File: src/rtl/dsp_feeder_pkg.sv
// Shared types and constants for the DSP sample feeder.
package dsp_feeder_pkg;

    localparam int SAMPLE_W        = 16;
    localparam int COEFF_IDX_W     = 4;
    localparam int DEFAULT_TIMEOUT = 63;

    typedef enum logic [1:0] {
        IDLE  = 2'd0,
        ISSUE = 2'd1,
        WAIT  = 2'd2,
        COEFF = 2'd3
    } feeder_state_e;

endpackage

File: src/rtl/dsp_sync_fifo.sv
// Single-clock FIFO with registered occupancy; the head word is visible
// combinationally so the consumer can capture it on the pop edge.
module dsp_sync_fifo #(
    parameter int WIDTH = 16,
    parameter int DEPTH = 8
) (
    input  logic                     clk_i,
    input  logic                     rst_i,
    input  logic                     push_i,
    input  logic [WIDTH-1:0]         data_i,
    input  logic                     pop_i,
    output logic [WIDTH-1:0]         head_o,
    output logic [$clog2(DEPTH):0]   level_o,
    output logic                     full_o,
    output logic                     empty_o
);

    localparam int PTR_W = $clog2(DEPTH);
    localparam logic [PTR_W:0] FULL_LVL = (PTR_W + 1)'(DEPTH);

    logic [WIDTH-1:0] mem_q [DEPTH];
    logic [PTR_W-1:0] wr_ptr_q;
    logic [PTR_W-1:0] rd_ptr_q;
    logic [PTR_W:0]   level_q;
    logic             push_ok_s;
    logic             pop_ok_s;

    assign full_o    = (level_q == FULL_LVL);
    assign empty_o   = (level_q == '0);
    assign push_ok_s = push_i & ~full_o;
    assign pop_ok_s  = pop_i & ~empty_o;
    assign head_o    = mem_q[rd_ptr_q];
    assign level_o   = level_q;

    // Storage, pointers and occupancy; a simultaneous push and pop keeps the level.
    always_ff @(posedge clk_i) begin
        if (rst_i) begin
            wr_ptr_q <= '0;
            rd_ptr_q <= '0;
            level_q  <= '0;
            for (int i = 0; i < DEPTH; i++) begin
                mem_q[i] <= '0;
            end
        end else begin
            if (push_ok_s) begin
                mem_q[wr_ptr_q] <= data_i;
                wr_ptr_q        <= wr_ptr_q + PTR_W'(1);
            end
            if (pop_ok_s) begin
                rd_ptr_q <= rd_ptr_q + PTR_W'(1);
            end
            case ({push_ok_s, pop_ok_s})
                2'b10:   level_q <= level_q + (PTR_W + 1)'(1);
                2'b01:   level_q <= level_q - (PTR_W + 1)'(1);
                default: level_q <= level_q;
            endcase
        end
    end

endmodule

File: src/rtl/dsp_sample_feeder.sv
// Feeds buffered samples to the DSP engine one at a time, replays the
// coefficient shadow bank as bursts between samples, and watches for an
// engine that never completes.
module dsp_sample_feeder
    import dsp_feeder_pkg::*;
#(
    parameter int FIFO_DEPTH = 8,
    parameter int NUM_COEFFS = 16,
    parameter int TIMEOUT    = DEFAULT_TIMEOUT
) (
    input  logic                         clk,
    input  logic                         rst,
    input  logic [SAMPLE_W-1:0]          s_data,
    input  logic                         s_valid,
    output logic                         s_ready,
    input  logic                         coeff_wr,
    input  logic [COEFF_IDX_W-1:0]       coeff_addr,
    input  logic [SAMPLE_W-1:0]          coeff_wdata,
    input  logic                         coeff_commit,
    output logic [SAMPLE_W-1:0]          sample_in,
    output logic                         sample_valid,
    input  logic                         sample_ready,
    output logic [SAMPLE_W-1:0]          coeff_in,
    output logic                         coeff_load,
    output logic                         busy,
    output logic [$clog2(FIFO_DEPTH):0]  fifo_level,
    output logic                         err_timeout,
    input  logic                         err_clear
);

    localparam logic [COEFF_IDX_W-1:0] LAST_IDX = COEFF_IDX_W'(NUM_COEFFS - 1);
    localparam logic [7:0]             WD_LIMIT = 8'(TIMEOUT);

    feeder_state_e          state_q, state_d;
    logic                   pending_q, pending_d;
    logic [7:0]             wd_q, wd_d;
    logic [COEFF_IDX_W-1:0] idx_q, idx_d;
    logic [SAMPLE_W-1:0]    sample_in_q, sample_in_d;
    logic                   sample_valid_q, sample_valid_d;
    logic [SAMPLE_W-1:0]    coeff_in_q, coeff_in_d;
    logic                   coeff_load_q, coeff_load_d;
    logic                   busy_q, busy_d;
    logic                   err_q, err_d;
    logic [SAMPLE_W-1:0]    shadow_q [NUM_COEFFS];

    logic                   fifo_pop_s;
    logic                   fifo_full_s;
    logic                   fifo_empty_s;
    logic [SAMPLE_W-1:0]    fifo_head_s;
    logic                   timeout_s;
    logic                   pend_clr_s;
    logic                   shadow_we_s;
    logic [COEFF_IDX_W-1:0] rd_idx_s;
    logic [SAMPLE_W-1:0]    coeff_rd_s;

    assign s_ready      = ~fifo_full_s;
    assign shadow_we_s  = coeff_wr & (int'(coeff_addr) < NUM_COEFFS);
    assign sample_in    = sample_in_q;
    assign sample_valid = sample_valid_q;
    assign coeff_in     = coeff_in_q;
    assign coeff_load   = coeff_load_q;
    assign busy         = busy_q;
    assign err_timeout  = err_q;

    dsp_sync_fifo #(
        .WIDTH (SAMPLE_W),
        .DEPTH (FIFO_DEPTH)
    ) u_fifo (
        .clk_i   (clk),
        .rst_i   (rst),
        .push_i  (s_valid & s_ready),
        .data_i  (s_data),
        .pop_i   (fifo_pop_s),
        .head_o  (fifo_head_s),
        .level_o (fifo_level),
        .full_o  (fifo_full_s),
        .empty_o (fifo_empty_s)
    );

    // Next-state logic: FSM, burst index, watchdog, commit latch and error flag.
    always_comb begin
        state_d        = state_q;
        wd_d           = wd_q;
        idx_d          = idx_q;
        sample_in_d    = sample_in_q;
        sample_valid_d = 1'b0;
        coeff_in_d     = '0;
        coeff_load_d   = 1'b0;
        fifo_pop_s     = 1'b0;
        timeout_s      = 1'b0;
        pend_clr_s     = 1'b0;

        // The burst reads the live bank; a write landing on the same edge is forwarded.
        rd_idx_s = (state_q == COEFF) ? idx_q : '0;
        if (shadow_we_s && (coeff_addr == rd_idx_s)) begin
            coeff_rd_s = coeff_wdata;
        end else begin
            coeff_rd_s = shadow_q[rd_idx_s];
        end

        case (state_q)
            IDLE: begin
                if (pending_q) begin
                    // Commits win over samples so the engine never sees stale taps.
                    pend_clr_s   = 1'b1;
                    coeff_load_d = 1'b1;
                    coeff_in_d   = coeff_rd_s;
                    idx_d        = COEFF_IDX_W'(1);
                    state_d      = COEFF;
                end else if (!fifo_empty_s) begin
                    fifo_pop_s  = 1'b1;
                    sample_in_d = fifo_head_s;
                    state_d     = ISSUE;
                end else begin
                    state_d = IDLE;
                end
            end
            ISSUE: begin
                sample_valid_d = 1'b1;
                wd_d           = 8'd0;
                state_d        = WAIT;
            end
            WAIT: begin
                if (sample_ready) begin
                    state_d = IDLE;
                end else if (wd_q == WD_LIMIT) begin
                    timeout_s = 1'b1;
                    state_d   = IDLE;
                end else begin
                    wd_d = wd_q + 8'd1;
                end
            end
            COEFF: begin
                coeff_load_d = 1'b1;
                coeff_in_d   = coeff_rd_s;
                if (idx_q == LAST_IDX) begin
                    state_d = IDLE;
                end else begin
                    idx_d = idx_q + COEFF_IDX_W'(1);
                end
            end
            default: begin
                state_d = IDLE;
            end
        endcase

        // A commit arriving on the same edge the latch is consumed stays pending.
        if (coeff_commit) begin
            pending_d = 1'b1;
        end else if (pend_clr_s) begin
            pending_d = 1'b0;
        end else begin
            pending_d = pending_q;
        end

        // Setting the timeout flag beats a simultaneous clear.
        if (timeout_s) begin
            err_d = 1'b1;
        end else if (err_clear) begin
            err_d = 1'b0;
        end else begin
            err_d = err_q;
        end

        busy_d = (state_d != IDLE) | pending_d;
    end

    // State, output and shadow-bank registers.
    always_ff @(posedge clk) begin
        if (rst) begin
            state_q        <= IDLE;
            pending_q      <= 1'b0;
            wd_q           <= 8'd0;
            idx_q          <= '0;
            sample_in_q    <= '0;
            sample_valid_q <= 1'b0;
            coeff_in_q     <= '0;
            coeff_load_q   <= 1'b0;
            busy_q         <= 1'b0;
            err_q          <= 1'b0;
            for (int i = 0; i < NUM_COEFFS; i++) begin
                shadow_q[i] <= '0;
            end
        end else begin
            state_q        <= state_d;
            pending_q      <= pending_d;
            wd_q           <= wd_d;
            idx_q          <= idx_d;
            sample_in_q    <= sample_in_d;
            sample_valid_q <= sample_valid_d;
            coeff_in_q     <= coeff_in_d;
            coeff_load_q   <= coeff_load_d;
            busy_q         <= busy_d;
            err_q          <= err_d;
            if (shadow_we_s) begin
                shadow_q[coeff_addr] <= coeff_wdata;
            end
        end
    end

endmodule

File: config.mk
export PLATFORM = sky130hd
export DESIGN_NAME = dsp_sample_feeder
export DESIGN_NICKNAME = d
export VERILOG_FILES = /design/src/rtl/dsp_feeder_pkg.sv /design/src/rtl/dsp_sync_fifo.sv /design/src/rtl/dsp_sample_feeder.sv
export SDC_FILE = /design/constraint.sdc
export NUM_CORES = 1
export LEC_CHECK = 0
export ABC_AREA = 1
export BUFFER_PORTS_ARGS = -buffer_cell sky130_fd_sc_hd__buf_2
export CAP_MARGIN = 10
export CORE_ASPECT_RATIO = 0.5
export CORE_MARGIN = 5
export CORE_UTILIZATION = 37
export CTS_BUF_LIST = sky130_fd_sc_hd__clkbuf_4
export CTS_CLUSTER_SIZE = 40
export DETAILED_ROUTE_END_ITERATION = 8
export PLACE_DENSITY = 0.52
export SYNTH_ARGS = -nofsm -noshare
export SYNTH_HDL_FRONTEND = slang
export SYNTH_SLANG_ARGS = --single-unit
File: constraint.sdc
create_clock -name clk -period 2.9 [get_ports clk]
set_clock_uncertainty 0.2 [all_clocks]
set_input_delay 0.58 -clock clk [delete_from_list [all_inputs] [get_ports clk]]
set_output_delay 0.58 -clock clk [all_outputs]
set_load 0.05 [all_outputs]
Yosys cells after proc, flatten, opt, wreduce, memory -nomap -nowiden
Memories as Yosys holds them, arrays and structs flattened. A register that Yosys moved wholly into a read port is not among the register bits.
Cells that the tools add are included.
- register bits: 45
- RAM bits: 384
- bits of input ports: 43
- word-level logic and storage cells: 98
- memories: 2
- memory list (name ; words ; width ; read ports ; clocked after Yosys merged registers in ; write ports ; RTL line ; source):
    shadow_q ; 16 ; 16 ; 1 ; 0 ; 16 ; dsp_sample_feeder.sv:44 ; logic [SAMPLE_W-1:0] shadow_q [NUM_COEFFS];
    u_fifo.mem_q ; 8 ; 16 ; 1 ; 1 ; 8 ; dsp_sync_fifo.sv:21 ; logic [WIDTH-1:0] mem_q [DEPTH];
- add/subtract/negate cells: 6
- equal/unequal tests: 13
- mux-type cells: 45
- bitwise operators: 7
- reductions and logical operators: 13
- operator list (cell ; count):
    16-bit two-way mux ; 4
    16-bit case mux with 2 select lines ; 1
    16-bit OR reduction ; 2
    1-bit two-way mux ; 24
    4-bit two-way mux ; 4
    8-bit two-way mux ; 2
    4-bit case mux with 2 select lines ; 2
    8-bit case mux with 2 select lines ; 1
    2-bit nonzero test ; 5
    3-bit AND reduction ; 3
    4-bit by 1-bit adder with 4-bit output, second input constant ; 2
    8-bit by 1-bit adder with 8-bit output, second input constant ; 1
    4-bit == test, second input constant ; 2
    8-bit by 6-bit == test with 1-bit output, second input constant ; 1
    2-bit two-way mux ; 4
    2-bit inequality test, second input constant ; 4
    2-bit case mux with 4 select lines ; 1
    3-bit by 1-bit adder with 3-bit output, second input constant ; 2
    2-bit == test, second input constant ; 3
    2-bit by 1-bit == test with 1-bit output, second input constant ; 2
    4-bit == test ; 1
    4-bit logical NOT ; 1
    4-bit by 1-bit subtractor with 4-bit output, second input constant ; 1
    1-bit AND ; 3
    other kinds (6) ; 8

Longest topological paths before layout
- depth in word-level cells: 9
- gate-level depth with buffers: 15

Hierarchy
A second synthesis with hierarchy kept.
- cells, all modules: 2165
- area total of the unflattened synthesis: 20499.7 sq um
- modules (own cells, without submodules) (module ; instances ; cells an instance ; area an instance (sq um) ; seq. area each (sq um)):
    dsp_sample_feeder ; 1 ; 1472 ; 13969.6 ; 8708.4
    dsp_sync_fifo ; 1 ; 693 ; 6530.0 ; 4103.9

Worst setup path after synthesis
OpenSTA, ideal clock, no wires.
- kind: register -> register
- start point: reg u_fifo.level_q[1] (netlist: u_fifo.level_o[1])
- end point: mem u_fifo.mem_q[0][0], enable pin
- library setup time: 372 ps
- arrival: 2444 ps
- required time: 2328 ps
- slack: -116 ps
- stages on the path, launching flop included: 10
- buffers on the path: 1
- cell sequence: dfxtp_1 > nor2_1 > nand3_1 > nand2_2 > inv_1 > nand2_1 > inv_1 > nand3_2 > buf_4 > nand2_1
- RTL lines (what ; RTL line ; source):
    start, declared ; dsp_sync_fifo.sv:24 ; logic [PTR_W:0] level_q;
    start signal, assigned ; dsp_sync_fifo.sv:53 ; 2'b10: level_q <= level_q + (PTR_W + 1)'(1);
    start signal, assigned ; dsp_sync_fifo.sv:54 ; 2'b01: level_q <= level_q - (PTR_W + 1)'(1);
    start signal, assigned ; dsp_sync_fifo.sv:55 ; default: level_q <= level_q;
    end, declared ; dsp_sync_fifo.sv:21 ;

Worst setup path in the final report
- start point: reg state_q[0]
- end point: reg u_fifo.level_q[3] (netlist: u_fifo.level_o[3])
- cells in the longest elaborated chain, start to end: 5
- elaborated cells between the ends (all ways): 7
- classes of those cells: 2 x eq/ne; 2 x mux; 1 x bitwise; 2 x reduce/logical
- ends and longest elaborated chain (what ; RTL line ; source):
    start, declared ; dsp_sample_feeder.sv:34 ; feeder_state_e state_q, state_d;
    start signal, assigned ; dsp_sample_feeder.sv:185 ; state_q <= state_d;
    2-bit logical NOT * ; dsp_sample_feeder.sv:101 ; case (state_q)
    1-bit two-way mux * ; dsp_sample_feeder.sv:101 ;
    1-bit AND * ; dsp_sync_fifo.sv:31 ; assign pop_ok_s = pop_i & ~empty_o;
    2-bit by 1-bit == test with 1-bit output or 2-bit == test (tied branches) ; dsp_sync_fifo.sv:52 ; case ({push_ok_s, pop_ok_s})
    4-bit case mux with 2 select lines or 2-bit nonzero test (tied branches) ; n/a ;
Mark *: on every way between the ends. The rest lies on a longest branch, timed or not.
A chain may end at the register's enable or synchronous reset.

==> reports/results.tsv <==
metric	value	unit
register area	0.0128	mm²
Worst Path Max Fanout	5	
first-pass GRT wire length	88500	µm
Sw Share	0.334	
WP data arrival	3.11	ns
fraction of layout instances using a drive strength above 1	0.173	
Via density	5.08	
r2r worst-path depth	14	
clock share of power	0.315	
first-pass iteration count of the detailed router	5	
synthesized area per cell	9.75	µm²
synth warn	0	
Int Power	0.0114	W
Post-synth ARST share	0	
Final GP Congestion	0.828	
Synth Flop Type	edfxtp_1	
CTS tree	done	
pre-CTS WS	0.327	ns
Slew HR	0.484	
Core Area	0.0537	mm²
# fillers	5257	
#FFs+latches synth	445	
unrepaired setup endpoints after global routing	false	
Final Hold Fails	0	
Initial Util	0.374	
final wirelength	57000	µm
Final period util	0.894	
cell count after synthesis	2057	
VDD IR-drop max	0.342	mV
count of different cell masters after synthesis	35	
setup TNS	0	ns
Resize count post-CTS	0	
clk slew on worst S/H paths	0.07	ns
path type of the worst min-delay path	input port to flop	
drt wl/cell	18.9	µm
area of the multi-input gates	0.00639	mm²
leakage	9.24	nW
# DRC	0	
largest net degree at the start of global routing	67	
Vias	15330	
Max-Cap Viols	0	
Rows	60	
Reg power frac	0.454	
WHS Path Cells	4	
WS Path Type	flop to flop	
GR Util All Layers	0.190	
clock sink total	445	
Final Max Tran Viols	0	
Netlist Area Pre-Place	0.0201	mm²
htree depth	3	
CTS root buf	clkbuf_4	
outcome	complete, no violations	
DRT iter0 DRCs	1158	
DIE AREA	0.0592	mm²
Vert. Die Dim	175	µm
Power Density	734	mW/mm²
minimum clock period	2.59	ns
Layout Utilization	0.434	
IO Pins	84	
port bufs	83	
Synth Net Count	2113	
Post-synth EDFFs	384	
Comb pwr share	0.231	
Final setup viols	0	
Worst Hold Margin	0.101	ns
endpoint class of the critical path	flop	
Seq/Total Area, Yosys	0.636	
Syn-to-layout area delta	16.2	%
actual slew at the worst max-slew pin	0.769	ns
CTS Buf Count	107	
Clock Latency Late Sink	0.83	ns
vias in the first global route	15181	
DIE WIDTH	339	µm
initial antenna violation count	1	
f_max	386	MHz
nature of the critical path startpoint	flop	
sw power	0.00572	W
total gr overflow	0	
Worst Setup Slack, final	0.306	ns
clock buffer depth	3	
post-DP HPWL	35300	µm
final antenna-violating net count	0	
Req. time, crit path	3.42	ns
Nets	2282	
logic make-up after synthesis:
group / share of synthesized area
XOR/XNOR: 0.00212
AO/OA/AOI/OAI: 0.0488
buffers and inverters: 0.0470
flip-flops: 0.636
adder cells (fa/ha/maj): 0.00848
AND/OR/NAND/NOR: 0.258
sequential cells by signal, summed over array words and instances, names as in the netlist, 3 cells and up:
| signal | count |
|---|---|
| wd_q | 8 |
| u_fifo.level_o | 4 |
| shadow_q | 256 |
| coeff_in | 16 |
| u_fifo.mem_q | 128 |
| u_fifo.rd_ptr_q | 3 |
| u_fifo.wr_ptr_q | 3 |
| sample_in | 16 |
| idx_q | 4 |
synthesized netlist by cell type, types with 5 or more instances:
cell type | number | area, µm²
o211ai_1 | 32 | 240
dfxtp_1 | 61 | 1220
buf_1 | 18 | 67.6
edfxtp_1 | 384 | 11500
a21oi_2 | 10 | 87.6
clkbuf_1 | 66 | 248
inv_1 | 61 | 229
nand4_1 | 19 | 119
buf_4 | 5 | 37.5
ha_1 | 12 | 150
buf_2 | 55 | 275
clkinv_1 | 18 | 67.6
nand3_1 | 382 | 1910
nor2_1 | 507 | 1900
nand3_2 | 5 | 50.1
nand2_2 | 15 | 93.8
nand2_1 | 264 | 991
o21ai_0 | 77 | 385
a21oi_1 | 44 | 220
through the flow:
step	area [µm²]	std cells	power, W
after global placement	21600	2804	0.0118
after global routing	23300	3019	0.0181
after detailed placement	21600	2804	0.0119
after floorplan	20100	2057	0.0105
final	23300	3019	0.0171
after CTS	23300	3018	0.0173
worst max-delay path, stage by stage (launching register included):
cell and delay, ns:
dfxtp_1 0.45, inv_1 0.10, ha_1 0.25, nand2_1 0.11, inv_1 0.07, nand2_1 0.08, inv_1 0.06, ha_1 0.23
ha_1 0.33, a21oi_1 0.19, nand3_1 0.09, nand2_1 0.07, nor2_1 0.05, o21ai_0 0.14, a21oi_1 0.05
cells in the final DEF (no fill, tap or decap), types with 2 or more instances in the layout:
cell / instances
buf_12: 12
nand3_1: 381
bufinv_16: 3
dlygate4sd3_1: 26
a21oi_1: 44
o211ai_1: 32
dfxtp_2: 2
buf_2: 83
a21boi_0: 2
o21ai_0: 77
inv_2: 4
buf_4: 84
nor3_4: 3
a21oi_2: 10
clkbuf_4: 164
nor2_1: 507
inv_1: 59
nand4_1: 19
edfxtp_1: 384
nand2_1: 262
dfxtp_1: 58
ha_1: 11
nand3b_1: 2
xor2_1: 2
nand2_2: 16
nand3_2: 6
clkinv_1: 36
clkinv_4: 2
worst paths after layout:
| check | end | slack (ns) | from |
|---|---|---|---|
| setup / recovery | u_fifo.level_o[3] | 0.31 | state_q[0] |
| hold / removal | shadow_q[12][10] | 0.10 | coeff_wdata[10] |
| setup reg to reg | u_fifo.level_o[3] | 0.31 | state_q[0] |
| hold reg to reg | sample_in[6] | 0.26 | sample_in[6] |
per-layer routing:
metal	up-vias	part of all wire	GRT usage
met5	-	0	0
met4	0	0.017	0.0546
met3	73	0.046	0.0347
met2	381	0.48	0.318
met1	7420	0.46	0.257
li1	7456	-	-
power groups by stage:
stage          registers [W]  logic [W]  clock network [W]
4_1_cts              0.00777    0.00399            0.00555
3_3_place_gp         0.00790    0.00394                  0
5_1_grt              0.00782    0.00435            0.00594
2_1_floorplan        0.00828    0.00221                  0
6_report             0.00777    0.00395            0.00539
3_5_place_dp         0.00791    0.00395                  0
timing repair:
action / in CTS / in global routing
hold buffers: 26 / 0
buffers inserted: 0 / 0
endpoints found under the hold margin: 157 / 0
area by class of cell:
cell class,count,share of cell area
sequential,445,0.548
multi-input combinational,1386,0.274
timing repair buffer,205,0.0664
clock buffer,164,0.0528
tap,713,0.0383
inverter,81,0.0130
clock inverter,24,0.00773
antenna,1,0.000107
(Power assumes the default switching activity.)
